<file path="config.mk">
export PLATFORM = sky130hd
export DESIGN_NAME = audio_stereo_gain_stage_flat
export DESIGN_NICKNAME = d
export VERILOG_FILES = /design/src/rtl/audio_stereo_gain_stage_pkg.sv /design/src/rtl/audio_stereo_gain_stage_if.sv /design/src/rtl/audio_frame_fifo.sv /design/src/rtl/audio_stereo_gain_stage.sv /design/src/flat_wrapper.sv
export SDC_FILE = /design/constraint.sdc
export NUM_CORES = 1
export LEC_CHECK = 0
export CELL_PAD_IN_SITES_DETAIL_PLACEMENT = 1
export CELL_PAD_IN_SITES_GLOBAL_PLACEMENT = 2
export CORE_MARGIN = 3
export CORE_UTILIZATION = 30
export CTS_CLUSTER_DIAMETER = 150
export DETAILED_ROUTE_END_ITERATION = 8
export PLACE_DENSITY = 0.71
export SYNTH_ARGS = -nofsm -noshare
export SYNTH_HDL_FRONTEND = slang
export SYNTH_HIERARCHICAL = 1
export SYNTH_SLANG_ARGS = --single-unit
</file>
<file path="constraint.sdc">
create_clock -name clk_clk -period 11.5 [get_ports clk_clk]
set_input_delay 2.875 -clock clk_clk [delete_from_list [all_inputs] [get_ports clk_clk]]
set_output_delay 2.875 -clock clk_clk [all_outputs]
set_load 0.05 [all_outputs]
</file>
<file path="src/rtl/audio_stereo_gain_stage_pkg.sv">
`default_nettype none
// ============================================================================
//  Package     : audio_pkg
//  Description : Shared sample/frame types and saturation helper for the
//                stereo gain path.
//  Revision    : 1.0 - initial release
// ============================================================================
package audio_pkg;

    localparam int SAMPLE_W = 16;
    localparam int ACC_W    = 64;

    typedef logic signed [SAMPLE_W-1:0] sample_t;

    localparam sample_t SAMPLE_MAX = 16'sh7FFF;
    localparam sample_t SAMPLE_MIN = 16'sh8000;

    localparam logic signed [ACC_W-1:0] SAT_HI = 64'sd32767;
    localparam logic signed [ACC_W-1:0] SAT_LO = -64'sd32768;

    typedef struct packed {
        sample_t left;
        sample_t right;
    } frame_t;

    typedef struct packed {
        sample_t value;
        logic    clipped;
    } sat_t;

    // Clamp a wide signed value into the sample range and report clipping.
    function automatic sat_t saturate(input logic signed [ACC_W-1:0] v);
        sat_t r;
        if (v > SAT_HI) begin
            r.value   = SAMPLE_MAX;
            r.clipped = 1'b1;
        end else if (v < SAT_LO) begin
            r.value   = SAMPLE_MIN;
            r.clipped = 1'b1;
        end else begin
            r.value   = v[SAMPLE_W-1:0];
            r.clipped = 1'b0;
        end
        return r;
    endfunction

endpackage
`default_nettype wire

</file>
<file path="src/rtl/audio_stereo_gain_stage_if.sv">
`default_nettype none
// ============================================================================
//  Interface   : audio_stereo_gain_stage_if
//  Description : Left/right ADC and DAC valid/ready streams between the codec
//                core and the gain stage.
//  Revision    : 1.0 - initial release
// ============================================================================
interface audio_stereo_gain_stage_if;
    import audio_pkg::*;

    logic [SAMPLE_W-1:0] adc_left_data;
    logic                adc_left_valid;
    logic                adc_left_ready;
    logic [SAMPLE_W-1:0] adc_right_data;
    logic                adc_right_valid;
    logic                adc_right_ready;

    logic [SAMPLE_W-1:0] dac_left_data;
    logic                dac_left_valid;
    logic                dac_left_ready;
    logic [SAMPLE_W-1:0] dac_right_data;
    logic                dac_right_valid;
    logic                dac_right_ready;

    // Codec side
    modport master (
        output adc_left_data, adc_left_valid, adc_right_data, adc_right_valid,
        input  adc_left_ready, adc_right_ready,
        input  dac_left_data, dac_left_valid, dac_right_data, dac_right_valid,
        output dac_left_ready, dac_right_ready
    );

    // Gain stage side
    modport slave (
        input  adc_left_data, adc_left_valid, adc_right_data, adc_right_valid,
        output adc_left_ready, adc_right_ready,
        output dac_left_data, dac_left_valid, dac_right_data, dac_right_valid,
        input  dac_left_ready, dac_right_ready
    );

endinterface
`default_nettype wire

</file>
<file path="src/rtl/audio_frame_fifo.sv">
`default_nettype none
// ============================================================================
//  Module      : audio_frame_fifo
//  Description : Synchronous FIFO of stereo frames, MSB-wrap pointers.
//  Revision    : 1.0 - initial release
// ============================================================================
module audio_frame_fifo
    import audio_pkg::*;
#(
    parameter int DEPTH = 4
) (
    input  wire logic   clk,
    input  wire logic   rst_n,
    input  wire logic   push,
    input  frame_t      push_data,
    input  wire logic   pop,
    output frame_t      head,
    output logic        full,
    output logic        empty
);

    localparam int c_aw = $clog2(DEPTH);

    logic [c_aw:0] wr_ptr_q, wr_ptr_d;
    logic [c_aw:0] rd_ptr_q, rd_ptr_d;
    frame_t        mem_q [DEPTH];

    logic w_do_push;
    logic w_do_pop;

    assign empty = (wr_ptr_q == rd_ptr_q);
    assign full  = (wr_ptr_q[c_aw] != rd_ptr_q[c_aw]) &&
                   (wr_ptr_q[c_aw-1:0] == rd_ptr_q[c_aw-1:0]);

    // A pop frees the head slot, so a push into a full FIFO is legal then.
    assign w_do_pop  = pop && !empty;
    assign w_do_push = push && (!full || w_do_pop);

    assign head = mem_q[rd_ptr_q[c_aw-1:0]];

    always_comb begin
        wr_ptr_d = wr_ptr_q;
        rd_ptr_d = rd_ptr_q;
        if (w_do_push) begin
            wr_ptr_d = wr_ptr_q + 1'b1;
        end
        if (w_do_pop) begin
            rd_ptr_d = rd_ptr_q + 1'b1;
        end
    end

    always_ff @(posedge clk) begin
        if (!rst_n) begin
            wr_ptr_q <= '0;
            rd_ptr_q <= '0;
        end else begin
            wr_ptr_q <= wr_ptr_d;
            rd_ptr_q <= rd_ptr_d;
        end
    end

    always_ff @(posedge clk) begin
        if (w_do_push) begin
            mem_q[wr_ptr_q[c_aw-1:0]] <= push_data;
        end
    end

endmodule
`default_nettype wire

</file>
<file path="src/rtl/audio_stereo_gain_stage.sv">
`default_nettype none
// ============================================================================
//  Module      : audio_stereo_gain_stage
//  Description : Pairs L/R ADC samples, applies Q2.14 gain with saturation and
//                mute, buffers frames and returns them on the DAC streams.
//  Revision    : 1.0 - initial release
// ============================================================================
module audio_stereo_gain_stage
    import audio_pkg::*;
#(
    parameter int DEPTH     = 4,
    parameter int GAIN_W    = 16,
    parameter int GAIN_FRAC = 14
) (
    input  wire logic                   clk_clk,
    input  wire logic                   reset_reset_n,
    audio_stereo_gain_stage_if.slave    bus,
    input  wire logic [GAIN_W-1:0]      gain,
    input  wire logic                   mute,
    input  wire logic                   clip_clr,
    output logic                        clip_left,
    output logic                        clip_right
);

    localparam int c_prod_w = SAMPLE_W + GAIN_W + 1;

    // Signed sample times zero-extended gain, floor shift, then clamp.
    function automatic sat_t scale(input sample_t x, input logic [GAIN_W-1:0] g,
                                   input logic m);
        logic signed [GAIN_W:0]     gs;
        logic signed [c_prod_w-1:0] prod;
        logic signed [c_prod_w-1:0] shifted;
        sat_t                       r;
        gs      = {1'b0, g};
        prod    = x * gs;
        shifted = prod >>> GAIN_FRAC;
        r       = saturate(ACC_W'(shifted));
        if (m) begin
            r = '0;
        end
        return r;
    endfunction

    logic    left_full_q,   left_full_d;
    logic    right_full_q,  right_full_d;
    sample_t left_cap_q,    left_cap_d;
    sample_t right_cap_q,   right_cap_d;
    logic    stage_valid_q, stage_valid_d;
    frame_t  stage_frame_q, stage_frame_d;
    logic    left_sent_q,   left_sent_d;
    logic    right_sent_q,  right_sent_d;
    logic    clip_left_q,   clip_left_d;
    logic    clip_right_q,  clip_right_d;

    logic   w_left_in;
    logic   w_right_in;
    logic   w_left_out;
    logic   w_right_out;
    logic   w_fire;
    logic   w_drain;
    logic   w_pop;
    logic   w_fifo_full;
    logic   w_fifo_empty;
    frame_t w_head;
    sat_t   w_sat_l;
    sat_t   w_sat_r;

    assign w_left_in   = bus.adc_left_valid  && !left_full_q;
    assign w_right_in  = bus.adc_right_valid && !right_full_q;
    assign w_left_out  = bus.dac_left_valid  && bus.dac_left_ready;
    assign w_right_out = bus.dac_right_valid && bus.dac_right_ready;

    // The head frame leaves once each channel has been taken, in any order.
    assign w_pop   = !w_fifo_empty && (left_sent_q  || w_left_out)
                                   && (right_sent_q || w_right_out);
    assign w_drain = stage_valid_q && (!w_fifo_full || w_pop);
    assign w_fire  = left_full_q && right_full_q && (!stage_valid_q || w_drain);

    assign w_sat_l = scale(left_cap_q,  gain, mute);
    assign w_sat_r = scale(right_cap_q, gain, mute);

    assign bus.adc_left_ready  = !left_full_q;
    assign bus.adc_right_ready = !right_full_q;
    assign bus.dac_left_valid  = !w_fifo_empty && !left_sent_q;
    assign bus.dac_right_valid = !w_fifo_empty && !right_sent_q;
    assign bus.dac_left_data   = w_fifo_empty ? '0 : w_head.left;
    assign bus.dac_right_data  = w_fifo_empty ? '0 : w_head.right;
    assign clip_left           = clip_left_q;
    assign clip_right          = clip_right_q;

    always_comb begin
        left_full_d   = left_full_q;
        right_full_d  = right_full_q;
        left_cap_d    = left_cap_q;
        right_cap_d   = right_cap_q;
        stage_valid_d = stage_valid_q;
        stage_frame_d = stage_frame_q;
        left_sent_d   = left_sent_q;
        right_sent_d  = right_sent_q;
        clip_left_d   = clip_left_q;
        clip_right_d  = clip_right_q;

        if (w_left_in) begin
            left_full_d = 1'b1;
            left_cap_d  = bus.adc_left_data;
        end
        if (w_right_in) begin
            right_full_d = 1'b1;
            right_cap_d  = bus.adc_right_data;
        end

        if (w_fire) begin
            left_full_d         = 1'b0;
            right_full_d        = 1'b0;
            stage_valid_d       = 1'b1;
            stage_frame_d.left  = w_sat_l.value;
            stage_frame_d.right = w_sat_r.value;
        end else if (w_drain) begin
            stage_valid_d = 1'b0;
        end

        if (w_pop) begin
            left_sent_d  = 1'b0;
            right_sent_d = 1'b0;
        end else begin
            if (w_left_out) begin
                left_sent_d = 1'b1;
            end
            if (w_right_out) begin
                right_sent_d = 1'b1;
            end
        end

        // A clip arriving with clip_clr takes priority over the clear.
        if (clip_clr) begin
            clip_left_d  = 1'b0;
            clip_right_d = 1'b0;
        end
        if (w_fire && w_sat_l.clipped) begin
            clip_left_d = 1'b1;
        end
        if (w_fire && w_sat_r.clipped) begin
            clip_right_d = 1'b1;
        end
    end

    always_ff @(posedge clk_clk) begin
        if (!reset_reset_n) begin
            left_full_q   <= 1'b0;
            right_full_q  <= 1'b0;
            left_cap_q    <= '0;
            right_cap_q   <= '0;
            stage_valid_q <= 1'b0;
            stage_frame_q <= '0;
            left_sent_q   <= 1'b0;
            right_sent_q  <= 1'b0;
            clip_left_q   <= 1'b0;
            clip_right_q  <= 1'b0;
        end else begin
            left_full_q   <= left_full_d;
            right_full_q  <= right_full_d;
            left_cap_q    <= left_cap_d;
            right_cap_q   <= right_cap_d;
            stage_valid_q <= stage_valid_d;
            stage_frame_q <= stage_frame_d;
            left_sent_q   <= left_sent_d;
            right_sent_q  <= right_sent_d;
            clip_left_q   <= clip_left_d;
            clip_right_q  <= clip_right_d;
        end
    end

    audio_frame_fifo #(
        .DEPTH      (DEPTH)
    ) u_fifo (
        .clk        (clk_clk),
        .rst_n      (reset_reset_n),
        .push       (w_drain),
        .push_data  (stage_frame_q),
        .pop        (w_pop),
        .head       (w_head),
        .full       (w_fifo_full),
        .empty      (w_fifo_empty)
    );

endmodule
`default_nettype wire

</file>
<file path="src/flat_wrapper.sv">
// flat-port wrapper written by rule: the top's interface ports become plain ports
module audio_stereo_gain_stage_flat import audio_pkg::*;
#(
    parameter int DEPTH     = 4,
    parameter int GAIN_W    = 16,
    parameter int GAIN_FRAC = 14
)
  (clk_clk, reset_reset_n, gain, mute, clip_clr, clip_left, clip_right, bus_adc_left_data, bus_adc_left_valid, bus_adc_right_data, bus_adc_right_valid, bus_adc_left_ready, bus_adc_right_ready, bus_dac_left_data, bus_dac_left_valid, bus_dac_right_data, bus_dac_right_valid, bus_dac_left_ready, bus_dac_right_ready);
  audio_stereo_gain_stage_if bus_i ();
  input  wire logic clk_clk;
  input  wire logic reset_reset_n;
  input  wire logic [GAIN_W-1:0] gain;
  input  wire logic mute;
  input  wire logic clip_clr;
  output logic clip_left;
  output logic clip_right;
  input wire logic [$bits(bus_i.adc_left_data)-1:0] bus_adc_left_data;
  input wire logic [$bits(bus_i.adc_left_valid)-1:0] bus_adc_left_valid;
  input wire logic [$bits(bus_i.adc_right_data)-1:0] bus_adc_right_data;
  input wire logic [$bits(bus_i.adc_right_valid)-1:0] bus_adc_right_valid;
  output wire logic [$bits(bus_i.adc_left_ready)-1:0] bus_adc_left_ready;
  output wire logic [$bits(bus_i.adc_right_ready)-1:0] bus_adc_right_ready;
  output wire logic [$bits(bus_i.dac_left_data)-1:0] bus_dac_left_data;
  output wire logic [$bits(bus_i.dac_left_valid)-1:0] bus_dac_left_valid;
  output wire logic [$bits(bus_i.dac_right_data)-1:0] bus_dac_right_data;
  output wire logic [$bits(bus_i.dac_right_valid)-1:0] bus_dac_right_valid;
  input wire logic [$bits(bus_i.dac_left_ready)-1:0] bus_dac_left_ready;
  input wire logic [$bits(bus_i.dac_right_ready)-1:0] bus_dac_right_ready;
  assign bus_i.adc_left_data = bus_adc_left_data;
  assign bus_i.adc_left_valid = bus_adc_left_valid;
  assign bus_i.adc_right_data = bus_adc_right_data;
  assign bus_i.adc_right_valid = bus_adc_right_valid;
  assign bus_adc_left_ready = bus_i.adc_left_ready;
  assign bus_adc_right_ready = bus_i.adc_right_ready;
  assign bus_dac_left_data = bus_i.dac_left_data;
  assign bus_dac_left_valid = bus_i.dac_left_valid;
  assign bus_dac_right_data = bus_i.dac_right_data;
  assign bus_dac_right_valid = bus_i.dac_right_valid;
  assign bus_i.dac_left_ready = bus_dac_left_ready;
  assign bus_i.dac_right_ready = bus_dac_right_ready;
  audio_stereo_gain_stage #(.DEPTH(DEPTH), .GAIN_W(GAIN_W), .GAIN_FRAC(GAIN_FRAC)) u_core (.clk_clk(clk_clk), .reset_reset_n(reset_reset_n), .bus(bus_i), .gain(gain), .mute(mute), .clip_clr(clip_clr), .clip_left(clip_left), .clip_right(clip_right));
endmodule
</file>
==> results.yml, run 1 <==
sta:
  final-setup-viol-count: 0
  slew_viol_final: 0
  timing_hold_violations_final: 0
  slew_headroom_pct: 15.5
  finalCriticalPeriod_ns: 10.06
  worst_pin_slew_ns: 1.26
  rsz0062_at_grt: "false"
  finalClockSkew_ns: 0.0235
  setup_tns_ns: 0
  post-route-period-util_pct: 87.5
  max_freq_ghz: 0.0994
drt:
  wl_per_cell_um: 19.4
  num_vias: 17800
  viasPerCell: 4.74
  first_iter_violations: 941
  routed_wl_um: 72600
  first_pass_iters: 5
  drc: 0
  detail-route-antenna-nets: 0
die:
  coreArea_mm2: 0.0840
  die_x_um: 298
  rows: 106
  start_util_pct: 30.4
  io_pins: 94
  die-area_mm2: 0.0886
  die_y_um: 298
yosys:
  seq_area_frac_synth_pct: 21.2
  netlist_instances: 2576
  mappedNetlistArea_mm2: 0.0255
  synthTopCellsByArea: "fa_1, edfxtp_1, ha_1"
  syn_area_per_cell_um2: 9.91
  ys_warn_count: 6
  syn_nets: 3261
  async_flop_share_pct: 0
  ys_ff_latch: 207
  synth_top_area_share_pct: 30.3
  synth-edff-count: 128
  yosysTopAreaCell: "fa_1"
  synth_top_flop_cell: "edfxtp_1"
  yosys.cell_types.count: 78
power:
  power.combinational.fraction_pct: 48.4
  p_per_area_mw_per_mm2: 109
  internal-power_uw: 1790
  leakagePower_uw: 0.0128
  p_switching_uw: 1320
  swShare_pct: 42.5
  clkPwrFrac_pct: 24.0
  p_total_uw: 3100
  seqPwrFrac_pct: 27.7
  ir_worst_vdd_mv: 0.0967
critical_path:
  cp_max_fo: 17
  cp-end-kind: "flip-flop"
  start_kind: "primary input"
  crit_arrival_ns: 10.54
  required_ns: 11.98
  critical_path_class: "in2reg"
global_route:
  grt_pass1_wl_um: 118000
  grt_max_degree: 51
  grt_pass1_vias: 20500
  antenna_found_initial: 1
  grt_overflow_total: 0
  grt.total_usage_pct: 16.7
clocking:
  cts_setup_buffers: 0
  cts-buffers-inserted: 24
  cts_tree: "built"
  ctsResizeCount: 0
  clk_latency_ns: 0.55
  clock_path_buffers: 3
  cts_max_level: 1
  cts_root_buf: "clkbuf_16"
  clock_sinks: 207
  clk_pin_slew_ns: 0.06
  hold_buffers: 0
final_layout:
  synthToLayoutAreaGrowth_pct: 11.1
  drive_gt1_share_pct: 5.27
  layout_common_cells: "inv_1, fa_1, nand2_1"
  final_common_cell: "inv_1"
  fin_nets: 3284
place:
  port-buffer-count: 93
  hpwl_um: 58200
  place_congestion: 0.835
flow_run:
  cap_violations: 0
min_path:
  hold_class: "reg2reg"
run_status:
  status: "finished clean"
[synthesized netlist by cell type, drive strengths merged (17+ instances only)]
cell,number
fa,386
edfxtp,128
and2,238
ha,243
nor2,58
a21boi,35
nand2,368
a21oi,57
a21o,19
nor2b,36
nand2b,18
mux4,32
clkbuf,114
dfxtp,79
inv,492
xnor2,26
o21ai,36
xor2,17
a221o,31
[path summary, 6_finish.rpt]
check | from | endpoint | slack (ns) | depth (start not counted)
max | gain[12] | u_core/stage_frame_q[22] | 1.44 | 22
min | u_core/stage_frame_q[15] | u_core/u_fifo/mem_q[0][15] | 0.50 | 0
max reg2reg | u_core/left_cap_q[15] | u_core/stage_frame_q[22] | 4.10 | 20
min reg2reg | u_core/stage_frame_q[15] | u_core/u_fifo/mem_q[0][15] | 0.50 | 0
[logic make-up after synthesis]
kind of cell             after synthesis  synth area share [%]
AND/OR/NAND/NOR                      775                  14.8
adder cells (fa/ha/maj)              629                  42.2
buffers and inverters                621                  9.34
AO/OA/AOI/OAI                        260                  7.72
flip-flops                           207                  21.2
XOR/XNOR                              43                  1.56
multiplexers                          41                  3.18
[worst max-delay path, stage by stage]
cell and delay, ns:
clkdlybuf4s50_1 1.06, and2_1 0.49, fa_1 0.49, inv_1 0.06, fa_1 0.49, inv_1 0.06
fa_1 0.51, fa_1 0.54, fa_1 0.51, inv_1 0.06, fa_1 0.48, inv_1 0.04
ha_1 0.38, nand4_1 0.26, nand3_1 0.16, o22ai_1 0.17, or4_4 0.59, o21a_1 0.21
xnor2_1 0.20, a31oi_1 0.15, nor2_2 0.44, a221o_2 0.26
[area by class of cell]
class                   instances  area [µm²]
fillers                      9490       55600
multi-input cells            1748       17700
flip-flops and latches        207        5430
inverters                     492        1850
well taps                    1134        1420
repair buffers                126        1170
clock buffers                  30         654
clock inverters                14         109
diodes                          1        2.50
[sequential cells by signal (all words and copies together), names as in the netlist, 3 cells and up, named ones only]
name                    cells
u_core/left_cap_q          16
u_core/right_cap_q         16
u_core/stage_frame_q       32
u_core/u_fifo/mem_q       128
u_core/u_fifo/rd_ptr_q      3
u_core/u_fifo/wr_ptr_q      3
[metrics by stage]
| step | instance area (µm²) | cells | setup WS, ns | hold WS [ns] | util, % |
|---|---|---|---|---|---|
| after detailed placement | 27600 | 3707 | 0.984 | 0.508 | 32.9 |
| after CTS | 28400 | 3751 | 1.56 | 0.515 | 33.8 |
| after floorplan | 25500 | 2576 | 2.58 | 0.459 | - |
| after global routing | 28400 | 3751 | 1.17 | 0.530 | 33.8 |
| final | 28400 | 3752 | 1.44 | 0.505 | 33.8 |
| after global placement | 27600 | 3707 | 1.16 | 0.473 | 32.9 |
[power groups by stage]
stage          Combinational (µW)  Clock, µW  Sequential (µW)
2_1_floorplan                1050          0              833
3_3_place_gp                 1470          0              872
3_5_place_dp                 1510          0              875
4_1_cts                      1520        771              859
5_1_grt                      1710        801              863
6_report                     1500        744              859
[per-layer routing]
layer	up-vias	global-route usage, %	share of wire (%)
met5	-	0	0
met1	9231	24.0	49
li1	8162	-	-
met2	333	26.7	45
met3	71	2.73	5.2
met4	0	2.86	1.6
Power figures use the tool's default switching activity.
==> run 2: changes to the inputs <==
--- a/config.mk
+++ b/config.mk
@@ -8,10 +8,10 @@
 export CELL_PAD_IN_SITES_DETAIL_PLACEMENT = 1
 export CELL_PAD_IN_SITES_GLOBAL_PLACEMENT = 2
 export CORE_MARGIN = 3
-export CORE_UTILIZATION = 30
+export CORE_UTILIZATION = 42
 export CTS_CLUSTER_DIAMETER = 150
 export DETAILED_ROUTE_END_ITERATION = 8
-export PLACE_DENSITY = 0.71
+export PLACE_DENSITY = 0.91
 export SYNTH_ARGS = -nofsm -noshare
 export SYNTH_HDL_FRONTEND = slang
 export SYNTH_HIERARCHICAL = 1
==> constraint.sdc (replaced) <==
create_clock -name clk_clk -period 10.1 [get_ports clk_clk]
set_input_delay 2.525 -clock clk_clk [delete_from_list [all_inputs] [get_ports clk_clk]]
set_output_delay 2.525 -clock clk_clk [all_outputs]
set_load 0.05 [all_outputs]
==> results.yml, run 2 (synthesis gave the netlist of run 1 again) <==
global_route:
  grt_max_degree: 51
  grt_pass1_wl_um: 113000
  grt_overflow_total: 0
  antenna_found_initial: 2
  grt.total_usage_pct: 22.3
  grt_pass1_vias: 20500
die:
  die_y_um: 253
  coreArea_mm2: 0.0596
  rows: 89
  io_pins: 94
  die-area_mm2: 0.0638
  start_util_pct: 42.9
  die_x_um: 253
min_path:
  hold_depth: 2
  hold_class: "reg2reg"
  min_from: "u_core/left_cap_q[7]"
clocking:
  clock_sinks: 207
  cts-buffers-inserted: 23
  clk_pin_slew_ns: 0.06
  cts_max_level: 1
  cts_setup_buffers: 0
  hold_buffers: 0
  clk_latency_ns: 0.53
  cts_tree: "built"
  cts_root_buf: "clkbuf_16"
  ctsResizeCount: 0
  clock_path_buffers: 3
critical_path:
  reg2reg_depth: 20
  cp-startpoint: "gain[5]"
  crit_arrival_ns: 9.76
  r2r-end: "u_core/stage_frame_q[26]"
  r2r-start: "u_core/left_cap_q[2]"
  cp_max_fo: 14
  cp-end-kind: "flip-flop"
  start_kind: "primary input"
  crit_end: "u_core/stage_frame_q[26]"
  critical_path_class: "in2reg"
  required_ns: 10.56
  timing.reg2reg.setup_slack_ns: 2.90
sta:
  slew_headroom_pct: 16.4
  setup_slack_ns: 0.806
  setup_tns_ns: 0
  finalCriticalPeriod_ns: 9.29
  worst_pin_slew_ns: 1.25
  final-setup-viol-count: 0
  rsz0062_at_grt: "false"
  post-route-period-util_pct: 92.0
  finalClockSkew_ns: 0.0164
  max_freq_ghz: 0.108
  timing_hold_violations_final: 0
  whs_ns: 0.476
  slew_viol_final: 0
drt:
  first_iter_violations: 975
  first_pass_iters: 5
  wl_per_cell_um: 20.3
  drc: 0
  routed_wl_um: 69000
  detail-route-antenna-nets: 0
  num_vias: 18100
  viasPerCell: 5.31
place:
  port-buffer-count: 93
  place_congestion: 0.887
  hpwl_um: 55400
  dpl.cell_count: 3354
  pre_cts_slack_ns: 0.334
final_layout:
  final_cells: 3400
  largest_reg_flops: 128
  synthToLayoutAreaGrowth_pct: 9.62
  drive_gt1_share_pct: 5.49
  final_common_cell: "inv_1"
  fin_nets: 3291
  layout_common_cells: "inv_1, fa_1, nand2_1"
power:
  leakagePower_uw: 0.0129
  p_per_area_mw_per_mm2: 123
  ir_worst_vdd_mv: 0.102
flow_run:
  cap_violations: 0
run_status:
  status: "finished clean"
[run 2: cell count changes in the layout (fill, tap and decap cells not counted), moves of 2 or more]
cell / previous run / this run
buf_12: 0 / 4
buf_4: 33 / 37
diode_2: 1 / 4
clkbuf_16: 25 / 23
clkbuf_8: 1 / 3
[run 2: cell type report]
| type | count | area [µm²] |
|---|---|---|
| multi-input cells | 1748 | 17700 |
| inverters | 492 | 1850 |
| diodes | 4 | 10.0 |
| flip-flops and latches | 207 | 5430 |
| clock inverters | 11 | 83.8 |
| clock buffers | 31 | 636 |
| fillers | 6652 | 31600 |
| repair buffers | 134 | 1280 |
| well taps | 773 | 967 |
[run 2: critical path: stages]
cell,delay (ns)
clkdlybuf4s50_1,0.78
and2_1,0.37
fa_1,0.55
inv_1,0.06
fa_1,0.53
inv_1,0.05
fa_1,0.47
fa_1,0.44
fa_1,0.52
inv_1,0.05
fa_1,0.48
inv_1,0.05
ha_1,0.39
nand4_1,0.25
nand3_1,0.15
o22ai_1,0.13
or4_4,0.59
o21a_1,0.22
xnor2_1,0.25
a31oi_1,0.17
nor2_2,0.46
a221o_2,0.25
[run 2: power by group]
part / internal [µW] / switching [µW]
Sequential: 916 / 55.5
Clock: 448 / 339
Combinational: 635 / 1050
[run 2: how the worst min path moves through the flow]
stage / to / slack (ns)
global placement: u_core/left_cap_q[7] / 0.46
finish: u_core/left_cap_q[7] / 0.48
global route: u_core/left_cap_q[15] / 0.52
floorplan: u_core/right_sent_q / 0.46
CTS: u_core/left_cap_q[15] / 0.48
detailed placement: u_core/left_cap_q[7] / 0.47
[run 2: per-stage QoR]
| step | util, % | power [µW] | cell area [µm²] |
|---|---|---|---|
| after global routing | 47.0 | 3740 | 28000 |
| final | 47.0 | 3450 | 28000 |
| after floorplan | - | 2140 | 25500 |
| after detailed placement | 45.8 | 2670 | 27300 |
| after global placement | 45.8 | 2600 | 27300 |
| after CTS | 47.0 | 3480 | 28000 |
[run 2: layer usage]
| metal | global-route usage, % | wire (µm) | up-vias |
|---|---|---|---|
| met5 | 0 | 13 | - |
| met1 | 31.0 | 31600 | 9354 |
| met4 | 4.37 | 1340 | 2 |
| met2 | 37.6 | 32500 | 417 |
| li1 | - | - | 8182 |
| met3 | 2.93 | 3600 | 96 |
==> run 3: changes to the inputs <==
--- a/config.mk
+++ b/config.mk
@@ -9,6 +9,7 @@
 export CELL_PAD_IN_SITES_GLOBAL_PLACEMENT = 2
 export CORE_MARGIN = 3
 export CORE_UTILIZATION = 42
+export CTS_BUF_LIST = sky130_fd_sc_hd__clkbuf_8 sky130_fd_sc_hd__clkbuf_16
 export CTS_CLUSTER_DIAMETER = 150
 export DETAILED_ROUTE_END_ITERATION = 8
 export PLACE_DENSITY = 0.91
==> results.yml, run 3 (synthesis gave the netlist of run 1 again) <==
drt:
  viasPerCell: 5.32
  first_iter_violations: 978
  wl_per_cell_um: 20.3
  routed_wl_um: 69000
  detail-route-antenna-nets: 0
  num_vias: 18100
  first_pass_iters: 5
  drc: 0
clocking:
  hold_buffers: 0
  ctsResizeCount: 0
  clk_latency_ns: 0.53
  cts_root_buf: "clkbuf_16"
  cts-buffers-inserted: 23
  cts_tree: "built"
  clock_sinks: 207
  clk_pin_slew_ns: 0.06
  clock_path_buffers: 3
  cts_max_level: 1
  cts_setup_buffers: 0
place:
  dpl.cell_count: 3354
  hpwl_um: 55400
  place_congestion: 0.887
  pre_cts_slack_ns: 0.334
  port-buffer-count: 93
critical_path:
  crit_arrival_ns: 9.75
  cp_max_fo: 14
  r2r-end: "u_core/stage_frame_q[26]"
  reg2reg_depth: 20
  r2r-start: "u_core/left_cap_q[2]"
  required_ns: 10.56
  crit_end: "u_core/stage_frame_q[26]"
  cp-end-kind: "flip-flop"
  cp-startpoint: "gain[5]"
  start_kind: "primary input"
  critical_path_class: "in2reg"
  timing.reg2reg.setup_slack_ns: 2.90
min_path:
  hold_class: "reg2reg"
  hold_depth: 2
die:
  io_pins: 94
  rows: 89
  die_y_um: 253
  start_util_pct: 42.9
  die-area_mm2: 0.0638
  coreArea_mm2: 0.0596
  die_x_um: 253
final_layout:
  fin_nets: 3291
  final_common_cell: "inv_1"
  seq_area_mm2: 0.00543
  largest_reg_flops: 128
  final_cells: 3400
  synthToLayoutAreaGrowth_pct: 9.62
  fillers: 6652
  multi_input_area_mm2: 0.0177
  drive_gt1_share_pct: 5.49
  layout_common_cells: "inv_1, fa_1, nand2_1"
sta:
  slew_headroom_pct: 16.6
  setup_tns_ns: 0
  worst_pin_slew_ns: 1.25
  post-route-period-util_pct: 92.0
  rsz0062_at_grt: "false"
  max_freq_ghz: 0.108
  setup_slack_ns: 0.812
  finalCriticalPeriod_ns: 9.29
  timing_hold_violations_final: 0
  slew_viol_final: 0
  whs_ns: 0.476
  final-setup-viol-count: 0
  finalClockSkew_ns: 0.0150
power:
  p_per_area_mw_per_mm2: 123
  leakagePower_uw: 0.0129
  ir_worst_vdd_mv: 0.102
global_route:
  grt_pass1_wl_um: 113000
  antenna_found_initial: 2
  grt.total_usage_pct: 22.3
  grt_overflow_total: 0
  grt_pass1_vias: 20500
  grt_max_degree: 51
run_status:
  status: "finished clean"
flow_run:
  cap_violations: 0
run 3: cell count changes in the layout (fill, tap and decap cells not counted):
cell	before	now
clkbuf_1	5	0
inv_1	492	497
run 3: area by class of cell:
class	count	share of cell area [%]
diodes	4	0.0358
clock buffers	26	2.20
clock inverters	16	0.367
inverters	492	6.60
multi-input cells	1748	63.4
flip-flops and latches	207	19.4
well taps	773	3.46
repair buffers	134	4.59
run 3: how the worst min path moves through the flow:
stage                            end             startpoint
2_1_floorplan    u_core/right_sent_q    u_core/right_sent_q
3_3_place_gp    u_core/left_cap_q[7]   u_core/left_cap_q[7]
3_5_place_dp    u_core/left_cap_q[7]   u_core/left_cap_q[7]
4_1_cts        u_core/left_cap_q[15]  u_core/left_cap_q[15]
5_1_grt        u_core/left_cap_q[15]  u_core/left_cap_q[15]
6_report        u_core/left_cap_q[7]   u_core/left_cap_q[7]
run 3: where the power goes:
part / internal, µW / switching, µW / total [µW]
sequential: 916 / 55.5 / 972
combinational: 635 / 1050 / 1690
clock: 443 / 342 / 785
run 3: critical path, cell delays in order:
cell and delay, ns:
clkdlybuf4s50_1 0.78, and2_1 0.37, fa_1 0.55, inv_1 0.06, fa_1 0.53, inv_1 0.05, fa_1 0.47, fa_1 0.44
fa_1 0.52, inv_1 0.05, fa_1 0.48, inv_1 0.05, ha_1 0.39, nand4_1 0.25, nand3_1 0.15, o22ai_1 0.13
or4_4 0.59, o21a_1 0.22, xnor2_1 0.25, a31oi_1 0.17, nor2_2 0.46, a221o_2 0.25
run 3: per-stage QoR:
stage | power [µW] | util [%] | area, µm²
after floorplan | 2140 | - | 25500
after global placement | 2600 | 45.8 | 27300
after detailed placement | 2670 | 45.8 | 27300
after CTS | 3470 | 47.0 | 28000
after global routing | 3740 | 47.0 | 28000
final | 3440 | 47.0 | 28000
run 3: layer usage:
layer | vias up | GRT usage, % | share of wire (%) | wire length (µm)
li1 | 8180 | - | - | -
met1 | 9374 | 31.0 | 46 | 31400
met2 | 419 | 37.6 | 47 | 32500
met3 | 96 | 2.93 | 5.4 | 3750
met4 | 2 | 4.37 | 2.0 | 1350
met5 | - | 0 | 0.019 | 13
